==> config.mk <==
export PLATFORM = sky130hd
export DESIGN_NAME = regfile_wb_arbiter_flat
export DESIGN_NICKNAME = d
export VERILOG_FILES = /design/src/rtl/mips_pkg.sv /design/src/rtl/regfile_wb_arbiter_if.sv /design/src/rtl/regfile_wb_arbiter_scoreboard.sv /design/src/rtl/regfile_wb_arbiter.sv /design/src/flat_wrapper.sv
export SDC_FILE = /design/constraint.sdc
export NUM_CORES = 1
export LEC_CHECK = 0
export ABC_AREA = 1
export BUFFER_PORTS_ARGS = -buffer_cell sky130_fd_sc_hd__buf_2
export CORE_MARGIN = 3
export CORE_UTILIZATION = 43
export DETAILED_ROUTE_END_ITERATION = 12
export PLACE_DENSITY = 0.81
export SLEW_MARGIN = 20
export SYNTH_ARGS = -nofsm -noshare
export SYNTH_HDL_FRONTEND = slang
export SYNTH_SLANG_ARGS = --single-unit
==> constraint.sdc <==
create_clock -name clk -period 1.45 [get_ports clk]
set_clock_uncertainty 0.2 [all_clocks]
set_input_delay 0.2175 -clock clk [delete_from_list [all_inputs] [get_ports clk]]
set_output_delay 0.2175 -clock clk [all_outputs]
set_load 0.005 [all_outputs]
==> src/rtl/mips_pkg.sv <==
// Shared machine constants for the integer register file and its writeback path.
package mips_pkg;

    localparam int ADDR_SIZE = 5;
    localparam int WORD_SIZE = 32;
    localparam int NUM_REGS  = 2 ** ADDR_SIZE;

    localparam logic [ADDR_SIZE-1:0] REG_ZERO = '0;

endpackage : mips_pkg

==> src/rtl/regfile_wb_arbiter_if.sv <==
// Writeback bus: pipeline and long-unit write requests, long-op issue, busy flags
// and the registered regfile write port. master = requesters, slave = arbiter.
interface regfile_wb_arbiter_if
    import mips_pkg::*;
();

    logic                 p_valid;
    logic                 p_ready;
    logic [ADDR_SIZE-1:0] p_addr;
    logic [WORD_SIZE-1:0] p_data;

    logic                 l_valid;
    logic                 l_ready;
    logic [ADDR_SIZE-1:0] l_addr;
    logic [WORD_SIZE-1:0] l_data;

    logic                 l_issue_en;
    logic [ADDR_SIZE-1:0] l_issue_addr;
    logic [NUM_REGS-1:0]  busy;

    logic                 rd_en;
    logic [ADDR_SIZE-1:0] rd_addr;
    logic [WORD_SIZE-1:0] rd_data;

    modport master (
        output p_valid, p_addr, p_data,
        output l_valid, l_addr, l_data,
        output l_issue_en, l_issue_addr,
        input  p_ready, l_ready, busy,
        input  rd_en, rd_addr, rd_data
    );

    modport slave (
        input  p_valid, p_addr, p_data,
        input  l_valid, l_addr, l_data,
        input  l_issue_en, l_issue_addr,
        output p_ready, l_ready, busy,
        output rd_en, rd_addr, rd_data
    );

endinterface : regfile_wb_arbiter_if

==> src/rtl/regfile_wb_arbiter_scoreboard.sv <==
// regfile_scoreboard: one busy flag per register with a long-latency write in flight.
// Set on issue, cleared on long-unit writeback; a same-cycle set beats the clear.
module regfile_scoreboard
    import mips_pkg::*;
(
    input  logic                 clk,
    input  logic                 rst,
    input  logic                 set_en_i,
    input  logic [ADDR_SIZE-1:0] set_addr_i,
    input  logic                 clr_en_i,
    input  logic [ADDR_SIZE-1:0] clr_addr_i,
    output logic [NUM_REGS-1:0]  busy_o
);

    logic [NUM_REGS-1:0] busy_q, busy_d;

    always_comb begin
        busy_d = busy_q;
        if (clr_en_i) begin
            busy_d[clr_addr_i] = 1'b0;
        end
        // Applied after the clear so a re-issue to the completing register stays busy.
        if (set_en_i && (set_addr_i != REG_ZERO)) begin
            busy_d[set_addr_i] = 1'b1;
        end
    end

    // NOTE: every flag is cleared by reset; a stale busy bit would stall the hazard unit forever.
    always_ff @(posedge clk or posedge rst) begin
        if (rst) begin
            busy_q <= '0;
        end else begin
            busy_q <= busy_d;
        end
    end

    assign busy_o = busy_q;

endmodule : regfile_scoreboard

==> src/rtl/regfile_wb_arbiter.sv <==
// Regfile write-port arbiter: pipeline has priority, long unit is forced through after
// STARVE_MAX denied cycles. Define REGFILE_WB_SCOREBOARD_EN to build the busy scoreboard.
module regfile_wb_arbiter
    import mips_pkg::*;
#(
    parameter int STARVE_MAX = 3
) (
    input logic                 clk,
    input logic                 rst,
    regfile_wb_arbiter_if.slave bus
);

    localparam int               CNT_W   = $clog2(STARVE_MAX + 1);
    localparam logic [CNT_W-1:0] CNT_MAX = CNT_W'(STARVE_MAX);

    logic [CNT_W-1:0]     starve_q, starve_d;
    logic                 force_l;
    logic                 p_fire;
    logic                 l_fire;

    logic                 rd_en_q, rd_en_d;
    logic [ADDR_SIZE-1:0] rd_addr_q, rd_addr_d;
    logic [WORD_SIZE-1:0] rd_data_q, rd_data_d;

    // Ready depends only on valids and the starvation count, never on the other side's ready.
    assign force_l     = (starve_q == CNT_MAX) && bus.l_valid;
    assign bus.p_ready = !force_l;
    assign bus.l_ready = force_l || (bus.l_valid && !bus.p_valid);

    assign p_fire = bus.p_valid && bus.p_ready;
    assign l_fire = bus.l_valid && bus.l_ready;

    // NOTE: every output of this block gets a default first, so no latch is inferred.
    always_comb begin
        starve_d  = '0;
        rd_en_d   = 1'b0;
        rd_addr_d = rd_addr_q;
        rd_data_d = rd_data_q;

        if (bus.l_valid && !bus.l_ready) begin
            starve_d = (starve_q == CNT_MAX) ? CNT_MAX : starve_q + CNT_W'(1);
        end

        if (l_fire) begin
            rd_en_d   = (bus.l_addr != REG_ZERO);
            rd_addr_d = bus.l_addr;
            rd_data_d = bus.l_data;
        end else if (p_fire) begin
            rd_en_d   = (bus.p_addr != REG_ZERO);
            rd_addr_d = bus.p_addr;
            rd_data_d = bus.p_data;
        end
    end

    // NOTE: state registers use non-blocking assignments so every flop samples pre-edge values.
    always_ff @(posedge clk or posedge rst) begin
        if (rst) begin
            starve_q  <= '0;
            rd_en_q   <= 1'b0;
            rd_addr_q <= '0;
            rd_data_q <= '0;
        end else begin
            starve_q  <= starve_d;
            rd_en_q   <= rd_en_d;
            rd_addr_q <= rd_addr_d;
            rd_data_q <= rd_data_d;
        end
    end

    assign bus.rd_en   = rd_en_q;
    assign bus.rd_addr = rd_addr_q;
    assign bus.rd_data = rd_data_q;

`ifdef REGFILE_WB_SCOREBOARD_EN
    regfile_scoreboard u_scoreboard (
        .clk        (clk),
        .rst        (rst),
        .set_en_i   (bus.l_issue_en),
        .set_addr_i (bus.l_issue_addr),
        .clr_en_i   (l_fire),
        .clr_addr_i (bus.l_addr),
        .busy_o     (bus.busy)
    );
`else
    logic unused_issue;

    assign bus.busy     = '0;
    assign unused_issue = ^{bus.l_issue_en, bus.l_issue_addr};
`endif

endmodule : regfile_wb_arbiter

==> src/flat_wrapper.sv <==
// flat-port wrapper written by rule: the top's interface ports become plain ports
module regfile_wb_arbiter_flat import mips_pkg::*;
#(
    parameter int STARVE_MAX = 3
)
  (clk, rst, bus_p_valid, bus_p_addr, bus_p_data, bus_l_valid, bus_l_addr, bus_l_data, bus_l_issue_en, bus_l_issue_addr, bus_p_ready, bus_l_ready, bus_busy, bus_rd_en, bus_rd_addr, bus_rd_data);
  regfile_wb_arbiter_if bus_i ();
  input logic clk;
  input logic rst;
  input wire logic [$bits(bus_i.p_valid)-1:0] bus_p_valid;
  input wire logic [$bits(bus_i.p_addr)-1:0] bus_p_addr;
  input wire logic [$bits(bus_i.p_data)-1:0] bus_p_data;
  input wire logic [$bits(bus_i.l_valid)-1:0] bus_l_valid;
  input wire logic [$bits(bus_i.l_addr)-1:0] bus_l_addr;
  input wire logic [$bits(bus_i.l_data)-1:0] bus_l_data;
  input wire logic [$bits(bus_i.l_issue_en)-1:0] bus_l_issue_en;
  input wire logic [$bits(bus_i.l_issue_addr)-1:0] bus_l_issue_addr;
  output wire logic [$bits(bus_i.p_ready)-1:0] bus_p_ready;
  output wire logic [$bits(bus_i.l_ready)-1:0] bus_l_ready;
  output wire logic [$bits(bus_i.busy)-1:0] bus_busy;
  output wire logic [$bits(bus_i.rd_en)-1:0] bus_rd_en;
  output wire logic [$bits(bus_i.rd_addr)-1:0] bus_rd_addr;
  output wire logic [$bits(bus_i.rd_data)-1:0] bus_rd_data;
  assign bus_i.p_valid = bus_p_valid;
  assign bus_i.p_addr = bus_p_addr;
  assign bus_i.p_data = bus_p_data;
  assign bus_i.l_valid = bus_l_valid;
  assign bus_i.l_addr = bus_l_addr;
  assign bus_i.l_data = bus_l_data;
  assign bus_i.l_issue_en = bus_l_issue_en;
  assign bus_i.l_issue_addr = bus_l_issue_addr;
  assign bus_p_ready = bus_i.p_ready;
  assign bus_l_ready = bus_i.l_ready;
  assign bus_busy = bus_i.busy;
  assign bus_rd_en = bus_i.rd_en;
  assign bus_rd_addr = bus_i.rd_addr;
  assign bus_rd_data = bus_i.rd_data;
  regfile_wb_arbiter #(.STARVE_MAX(STARVE_MAX)) u_core (.clk(clk), .rst(rst), .bus(bus_i));
endmodule
Yosys cells after proc, flatten, opt, wreduce, memory -nomap -nowiden
Cells that the tools add are included.
{ "totals": {"in_bits": 84, "output_inout_bits": 72, "reg_bits": 40, "memories": 0, "mem_bits_ro": 0, "ram_bits": 0, "latchBits": 0, "elab_cells": 26} }
{ "op_classes": {"n_lt_le_gt_ge": 0, "addsub": 1, "eq_ne": 1, "mul": 0, "div": 0, "mux": 8, "n_shift": 0, "n_reduce_logical": 12, "bitwise": 0} }
{ "op_table": {"columns": ["cell", "count"], "rows": [
  ["32-bit 2-to-1 mux", 2],
  ["5-bit 2-to-1 mux", 2],
  ["5-bit nonzero test", 2],
  ["1-bit logical AND", 5],
  ["2-bit 2-to-1 mux", 2],
  ["1-bit zero test", 3],
  ["2-bit by 1-bit adder with 2-bit output (second input constant)", 1],
  ["2-bit == test (second input constant)", 1],
  ["1-bit 2-to-1 mux", 2],
  ["2-bit nonzero test", 1],
  ["1-bit logical OR", 1]
]} }

Logic depth before layout (Yosys ltp)
Gate-level depths: netlist of the first run.
{ "depth": {"depth_word": 6, "depth_mapped": 9, "mapped_depth_nobuf": 6} }

Worst setup path before layout of the first run
No wires, ideal clock.
{ "synth_path": {"path_type": "register to register", "start": "register u_core.starve_q[0]", "end": "register u_core.rd_data_q[0] (netlist: u_core.bus.rd_data[0])", "path_buffers": 2, "t_required_ns": 1.134, "slack_ns": 0.134, "t_arrival_ns": 0.999, "stages_incl_launch_ff": 7, "cell_sequence": "dfrtp_1 > nand3_2 > buf_2 > buf_2 > nand3_1 > nand2_1 > nand2_1"} }
{ "synth_between": {"elab_chain_len": 5, "word_cells_on_any_way": 8} }
{ "synth_rtl": {"columns": ["element", "line_no", "rtl"], "rows": [
  ["start: declaration", "regfile_wb_arbiter.sv:16", "logic [CNT_W-1:0] starve_q, starve_d;"],
  ["start signal: assignment", "regfile_wb_arbiter.sv:63", "starve_q <= starve_d;"],
  ["2-bit == test *", "regfile_wb_arbiter.sv:26", "assign force_l = (starve_q == CNT_MAX) && bus.l_valid;"],
  ["1-bit logical AND *", "regfile_wb_arbiter.sv:26", null],
  ["1-bit logical OR / 1-bit zero test (equally long branches)", "regfile_wb_arbiter.sv:28, regfile_wb_arbiter.sv:27", null],
  ["1-bit logical AND, on equally long branches", "regfile_wb_arbiter.sv:31, regfile_wb_arbiter.sv:30", null],
  ["32-bit 2-to-1 mux / 2-bit nonzero test (equally long branches)", null, null],
  ["end signal: assignment", "regfile_wb_arbiter.sv:66", "rd_data_q <= rd_data_d;"],
  ["end: declaration", "regfile_wb_arbiter.sv:23", "logic [WORD_SIZE-1:0] rd_data_q, rd_data_d;"]
]} }
Mark *: on every way between the ends. The rest lies on a longest branch, timed or not.
A chain may end at the register's enable or synchronous reset.

Worst setup path in the final report of the first run
{ "layout_path": {"start": "register u_core.starve_q[1]", "end": "output bus_l_ready"} }
{ "layout_between": {"elab_chain_len": 3} }
{ "layout_rtl": {"columns": ["element", "line_no", "rtl"], "rows": [
  ["2-bit == test", "regfile_wb_arbiter.sv:26", null],
  ["1-bit logical AND", "regfile_wb_arbiter.sv:26", null],
  ["1-bit logical OR", "regfile_wb_arbiter.sv:28", "assign bus.l_ready = force_l || (bus.l_valid && !bus.p_valid);"],
  ["end: declaration", "flat_wrapper.sv:19", "output wire logic [$bits(bus_i.l_ready)-1:0] bus_l_ready;"]
]} }
No other way between the ends.

==> results of run 1 <==
what timing repair did:
action	in CTS	in global routing
pin swaps	2	3
endpoints found under the hold margin	48	0
buffers inserted	6	1
resized for setup	9	2
gates cloned	1	1
endpoints found under the setup margin	2	39
hold buffers	12	0
placed cells by master, fill, tap and decap left out, drive strengths merged:
master,n
buf,135
o21ai,1
nand3,43
nand2,177
nor2,7
dlygate4sd3,12
inv,35
clkbuf,9
dfrtp,40
nand3b,2
conb,32
worst reg2reg max path: stages (launching register included):
cell and delay, ns:
dfrtp_1 0.41, nand3_4 0.13, nand2_4 0.09, buf_4 0.15
buf_6 0.14, nand2_1 0.07, nand2_1 0.05, nand2_1 0.05
sequential cells by signal, summed over array words and instances (netlist names):
| name | cells |
|---|---|
| u_core.bus.rd_data | 32 |
| u_core.bus.rd_addr | 5 |
| u_core.starve_q | 2 |
| u_core.bus.rd_en | 1 |
logic make-up (layout without fill, tap and decap cells):
logic type / Yosys count / in the layout / share of synthesized area
buf+inv: 86 / 191 / 0.194
simple gates: 229 / 229 / 0.387
flops: 40 / 40 / 0.416
other cells: 1 / 32 / 0.00156
compound gates: 1 / 1 / 0.00208
final cells by class:
type | count | area [um2]
repair buffers | 148 | 940
fillers | 483 | 1950
well taps | 70 | 87.6
flip-flops and latches | 40 | 1000
inverters | 35 | 131
multi-input cells | 262 | 1070
clock buffers | 8 | 90.1
metal layers:
metal	vias up	routed length (um)	share of wire	global-route usage
met5	-	0	0	0
met4	0	59	0.0089	0.0541
met3	10	581	0.088	0.0344
met2	119	3420	0.52	0.352
met1	1108	2560	0.39	0.234
li1	1274	-	-	-
power breakdown:
group | internal, uW | leakage, uW | switching, uW | total [uW]
logic | 315 | 0.00153 | 330 | 645
registers | 1230 | 0.000479 | 61.6 | 1290
clock network | 388 | 0.0000455 | 356 | 744
total | 1930 | 0.00205 | 747 | 2680
path summary, 6_finish.rpt:
check / start / end / slack (ns) / depth (start not counted)
setup / recovery: u_core.starve_q[1] / bus_l_ready / -0.09 / 4
hold / removal: bus_p_addr[2] / u_core.bus.rd_addr[2] / 0.0006 / 3
setup reg to reg: u_core.starve_q[0] / u_core.bus.rd_data[12] / 0.06 / 7
hold reg to reg: u_core.bus.rd_data[30] / u_core.bus.rd_data[30] / 0.28 / 2
max in group asynchronous: rst / u_core.bus.rd_data[31] / 0.53 / 4
min in group asynchronous: rst / u_core.bus.rd_data[24] / 0.32 / 4
metrics by stage:
step / area (um2) / TNS (ns) / utilization / instances / setup WS, ns
finish: 3320 / -0.126 / 0.630 / 563 / -0.0870
floorplan: 2520 / 0 / - / 388 / 0.115
CTS: 3320 / -0.103 / 0.630 / 563 / -0.0899
global route: 3320 / -0.195 / 0.630 / 563 / -0.123
global placement: 2990 / 0 / 0.567 / 536 / 0.107
detailed placement: 2990 / 0 / 0.567 / 536 / 0.0626
==> summary.md, run 1 <==
| Metric | Value |
|---|---|
| Status | `finished, violations left` |
| Failing checks | `setup timing` |
| Hpwl dp | `4380 um` |
| Final net count | `576` |
| DRC | `0` |
| Max FO, Critical Path | `4` |
| Cells along the critical path | `nand3_4, nand2_4, buf_6, buf_6` |
| Largest net degree at the start of global routing | `41` |
| Hold WS | `0.000574 ns` |
| Final setup viols | `2` |
| Mapped cell area | `2410 um2` |
| Clk pin slew, worst setup/hold paths | `0.08 ns` |
| Via count | `2511` |
| Initial drt markers | `141` |
| Synth top cells by count | `nand2_1, nand3_1, dfrtp_1, buf_4, inv_1` |
| Vias in the first global route | `2237` |
| Core ar. | `5270 um2` |
| Max cap viols | `0` |
| Routed WL | `6620 um` |
| Gr usage total | `0.194` |
| Routed length per placed instance | `11.8 um` |
| Sequential fraction of the synthesis area | `0.416` |
| Power per Cell Area | `807 nW/um2` |
| Most common flop cell mapped by yosys | `dfrtp_1` |
| Cell count after synthesis | `357` |
| Synth top area cells | `dfrtp_1, nand2_1, buf_4` |
| Syn-to-layout area delta | `37.9%` |
| Kind of critical path | `flop to output port` |
| Share of layout cells above drive strength 1 | `0.298` |
| #FFs+latches synth | `40` |
| Die area | `6530 um2` |
| RSZ-0062 raised after global routing | `yes` |
| Setup WS post-layout | `-0.0870 ns` |
| Crit. End Element | `output port` |
| Worst Hold Class | `primary input to flop` |
| CP required | `1.03 ns` |
| Pleak | `0.00205 uW` |
| CTS tree | `yes` |
| H-tree depth | `2` |
| Port Buffers | `117` |
| Global-route wire length before repair | `9900 um` |
| Antenna-violating nets left | `0` |
| Arrival time worst endpoint | `1.12 ns` |
| Cts bufs inserted | `5` |
| Top cell by count, worst path | `buf_6` |
| Antenna violations before repair | `0` |
| Hold Vio Cnt, Final | `0` |
| F_max | `0.651 GHz` |
| Gr ovfl total | `0` |
| Die height | `80.8 um` |
| Clk buf depth | `2` |
| Async set-reset flop share out of synthesis | `1.00` |
| Final worst-path cycle share | `1.06` |
| Yosys cell types | `15` |
| Post-synth top area cell | `dfrtp_1` |
| Startpoint Class | `flop` |
| Number of buffers and inverters on the critical path | `2` |
| Clock latency on the worst-skew pair | `0.28 ns` |
| Worst stage delay on the critical path | `0.42 ns` |
| I/O pin cnt | `156` |
| Row cnt | `26` |
| CP max-delay cell | `dfrtp_1` |
| Number of synthesized flops with an enable pin | `0` |
| Minimum clock period | `1.54 ns` |
| Cell class contributing the biggest share of worst-path delay | `flip-flops` |
| Vias/cell | `4.46` |
| Synth top area share | `0.416` |
| CTS sink cnt | `40` |
| Final GP Congestion | `0.768` |
| Synthesis Warnings | `0` |
| Die Width | `80.8 um` |
| Count leader, synth | `nand2_1` |
| Root buffer cell | `clkbuf_8` |
| Avg Cell Area, Syn | `6.74 um2` |
| Peak VDD IR | `0.391 mV` |
| Initial core utilization | `0.457` |
| Max Slew Vio Count | `0` |
| Ant. Diodes | `0` |
| Drt pass-1 iters | `4` |
| Total power | `2680 uW` |
(Power assumes the default switching activity.)
==> run 2: changes to the inputs <==
clock period = 1.63 ns   (was 1.45 ns; I/O delays follow)
==> run 2 against run 1 <==
Net effect: the run now ends clean; sequential power down 12%; sequential share of layout area up 1.9 points; clock power down 18%; first-iteration DRC count down 23%; design area down 5.8%; die area unchanged; hold slack better by 0.017 ns; core utilization down 3.7 points; global-route usage down 0.56 points; final cell count down 2.3%; critical endpoint unchanged.
==> summary.md, run 2 (synthesized netlist as in run 1, its figures left out) <==
| Metric | Value |
|---|---|
| Routed WL | `6110 um (-7.7%)` |
| DRC | `0 (unchanged)` |
| Crit. End Element | `output port` |
| Wl on met1 | `2400 um (-6.0%)` |
| Gr ovfl total | `0 (unchanged)` |
| Sum Neg Setup Slack | `0 ns (+0.126 ns)` |
| WL met3 | `513 um (-12%)` |
| CP required | `1.19 ns (+0.16 ns)` |
| F_max | `0.642 GHz` |
| Cell class contributing the biggest share of worst-path delay | `flip-flops` |
| Root buffer cell | `clkbuf_8` |
| Max Slew Vio Count | `0 (unchanged)` |
| Cells along the critical path | `nand3_4, nand2_2, buf_2` |
| Largest net degree at the start of global routing | `41 (unchanged)` |
| Initial drt markers | `108 (-23%)` |
| Peak VDD IR | `0.321 mV (-18%)` |
| Hpwl dp | `4360 um (-0.39%)` |
| Power per Cell Area | `729 nW/um2 (-9.6%)` |
| Vias/cell | `4.43 (-0.65%)` |
| Most frequent cells in the layout | `nand2_1, buf_2, nand3_1` |
| Global-route wire length before repair | `9720 um (-1.8%)` |
| Syn-to-layout area delta | `29.9%` |
| Port Buffers | `117 (unchanged)` |
| Final net count | `564 (-2.1%)` |
| Kind of critical path | `flop to output port` |
| Number of buffers and inverters on the critical path | `1 (-1)` |
| Ant. Diodes | `0 (unchanged)` |
| CTS sink cnt | `40 (unchanged)` |
| Cts bufs inserted | `5 (unchanged)` |
| Final instance count without filler cells | `550 (-2.3%)` |
| Setup WS post-layout | `0.0734 ns (+0.160 ns)` |
| Max FO, Critical Path | `9 (+5)` |
| DP Cell Count | `536 (unchanged)` |
| Clock latency on the worst-skew pair | `0.28 ns (about the same)` |
| Final GP Congestion | `0.759 (-1.2%)` |
| Most common cell after layout, fill and taps aside | `nand2_1` |
| Clk buf depth | `2 (unchanged)` |
| Post-layout util | `0.593 (-0.0368)` |
| Startpoint Class | `flop` |
| Die Width | `80.8 um (unchanged)` |
| Vias in the first global route | `2289 (+2.3%)` |
| Hold WS | `0.0172 ns (+0.0166 ns)` |
| I/O pin cnt | `156 (unchanged)` |
| Row cnt | `26 (unchanged)` |
| Minimum clock period | `1.56 ns` |
| Pleak | `0.00196 uW (-4.2%)` |
| Fillers | `497 (+2.9%)` |
| CTS tree | `yes` |
| Clk pin slew, worst setup/hold paths | `0.07 ns (about the same)` |
| Initial core utilization | `0.457 (unchanged)` |
| Gr usage total | `0.188 (-0.00559)` |
| Status | `finished, final reports clean` |
| Worst Hold Class | `primary input to flop` |
| Die area | `6530 um2 (unchanged)` |
| Die height | `80.8 um (unchanged)` |
| Antenna violations before repair | `0 (unchanged)` |
| H-tree depth | `2 (unchanged)` |
| Max FFs per register | `32 (unchanged)` |
| Core ar. | `5270 um2 (unchanged)` |
| CP max-delay cell | `dfrtp_1` |
| Met2 WL post-DR | `3110 um (-9.0%)` |
| Routed length per placed instance | `11.1 um (-5.5%)` |
| Post-Place Worst Slack | `0.258 ns (+0.195 ns)` |
| Arrival time worst endpoint | `1.11 ns (about the same)` |
| Worst stage delay on the critical path | `0.41 ns (about the same)` |
| Via count | `2437 (-2.9%)` |
| Final setup viols | `0 (-2)` |
| Hold Vio Cnt, Final | `0 (unchanged)` |
| Max cap viols | `0 (unchanged)` |
| Antenna-violating nets left | `0 (unchanged)` |
| Top layer in use | `met4` |
| Drt pass-1 iters | `4 (unchanged)` |
| RSZ-0062 raised after global routing | `no` |
| Final worst-path cycle share | `0.955` |
| Share of layout cells above drive strength 1 | `0.294 (-0.00442)` |
-- run 2: cell types whose count changed in the layout (fill, tap and decap cells not counted), moves of 2 or more --
cell,change
dlygate4sd3_1,-6
buf_6,-5
buf_12,-3
buf_2,+2
-- run 2: path summary, 6_finish.rpt --
kind                                   startpoint                     end  slack (ns)  cells past startpoint
max in group asynchronous                     rst  u_core.bus.rd_data[18]        0.45                      4
max                            u_core.starve_q[1]             bus_l_ready        0.07                      3
max reg2reg                    u_core.starve_q[1]  u_core.bus.rd_data[29]        0.18                      6
min                                 bus_p_addr[3]   u_core.bus.rd_addr[3]        0.02                      3
min in group asynchronous                     rst  u_core.bus.rd_data[26]        0.44                      4
min reg2reg                u_core.bus.rd_data[27]  u_core.bus.rd_data[27]        0.27                      2
-- run 2: worst min-delay path, delay by kind of cell --
kind                   cells  cell delay, ns
buffers and inverters      1            0.09
and+or+nand+nor            2            0.14
-- run 2: stage by stage --
stage	cell area (um2)	total power [uW]
after floorplan	2520	1480
after global placement	2960	1670
after detailed placement	2960	1680
after CTS	3110	2310
after global routing	3130	2430
final	3130	2280
-- run 2: final cells by class --
class                      count  area [um2]  share of cell area
clock buffer                   6        72.6              0.0232
clock inverter                 1        5.00             0.00160
inverter                      35         131              0.0420
multi-input combinational    262        1070               0.341
sequential                    40        1000               0.320
tap                           70        87.6              0.0280
timing repair buffer         136         763               0.244
-- run 2: layer usage --
metal  vias up  global-route usage
li1       1247                   -
met1      1074               0.214
met5         -                   0
met2       107               0.345
met4         0              0.0693
met3         9              0.0399
-- run 2: timing repair --
item | 4_1_cts | 5_1_grt
gates resized for setup | 0 | 4
hold buffers | 6 | 0
setup endpoints to repair | 2 | 2
pin swaps | 1 | 1
cloned | 0 | 0
setup buffers | 1 | 1
hold endpoints to repair | 45 | 0
-- run 2: power breakdown --
part,total [uW],switching (uW),internal [uW]
registers,1140,52.5,1090
clock network,607,316,291
logic,529,282,247
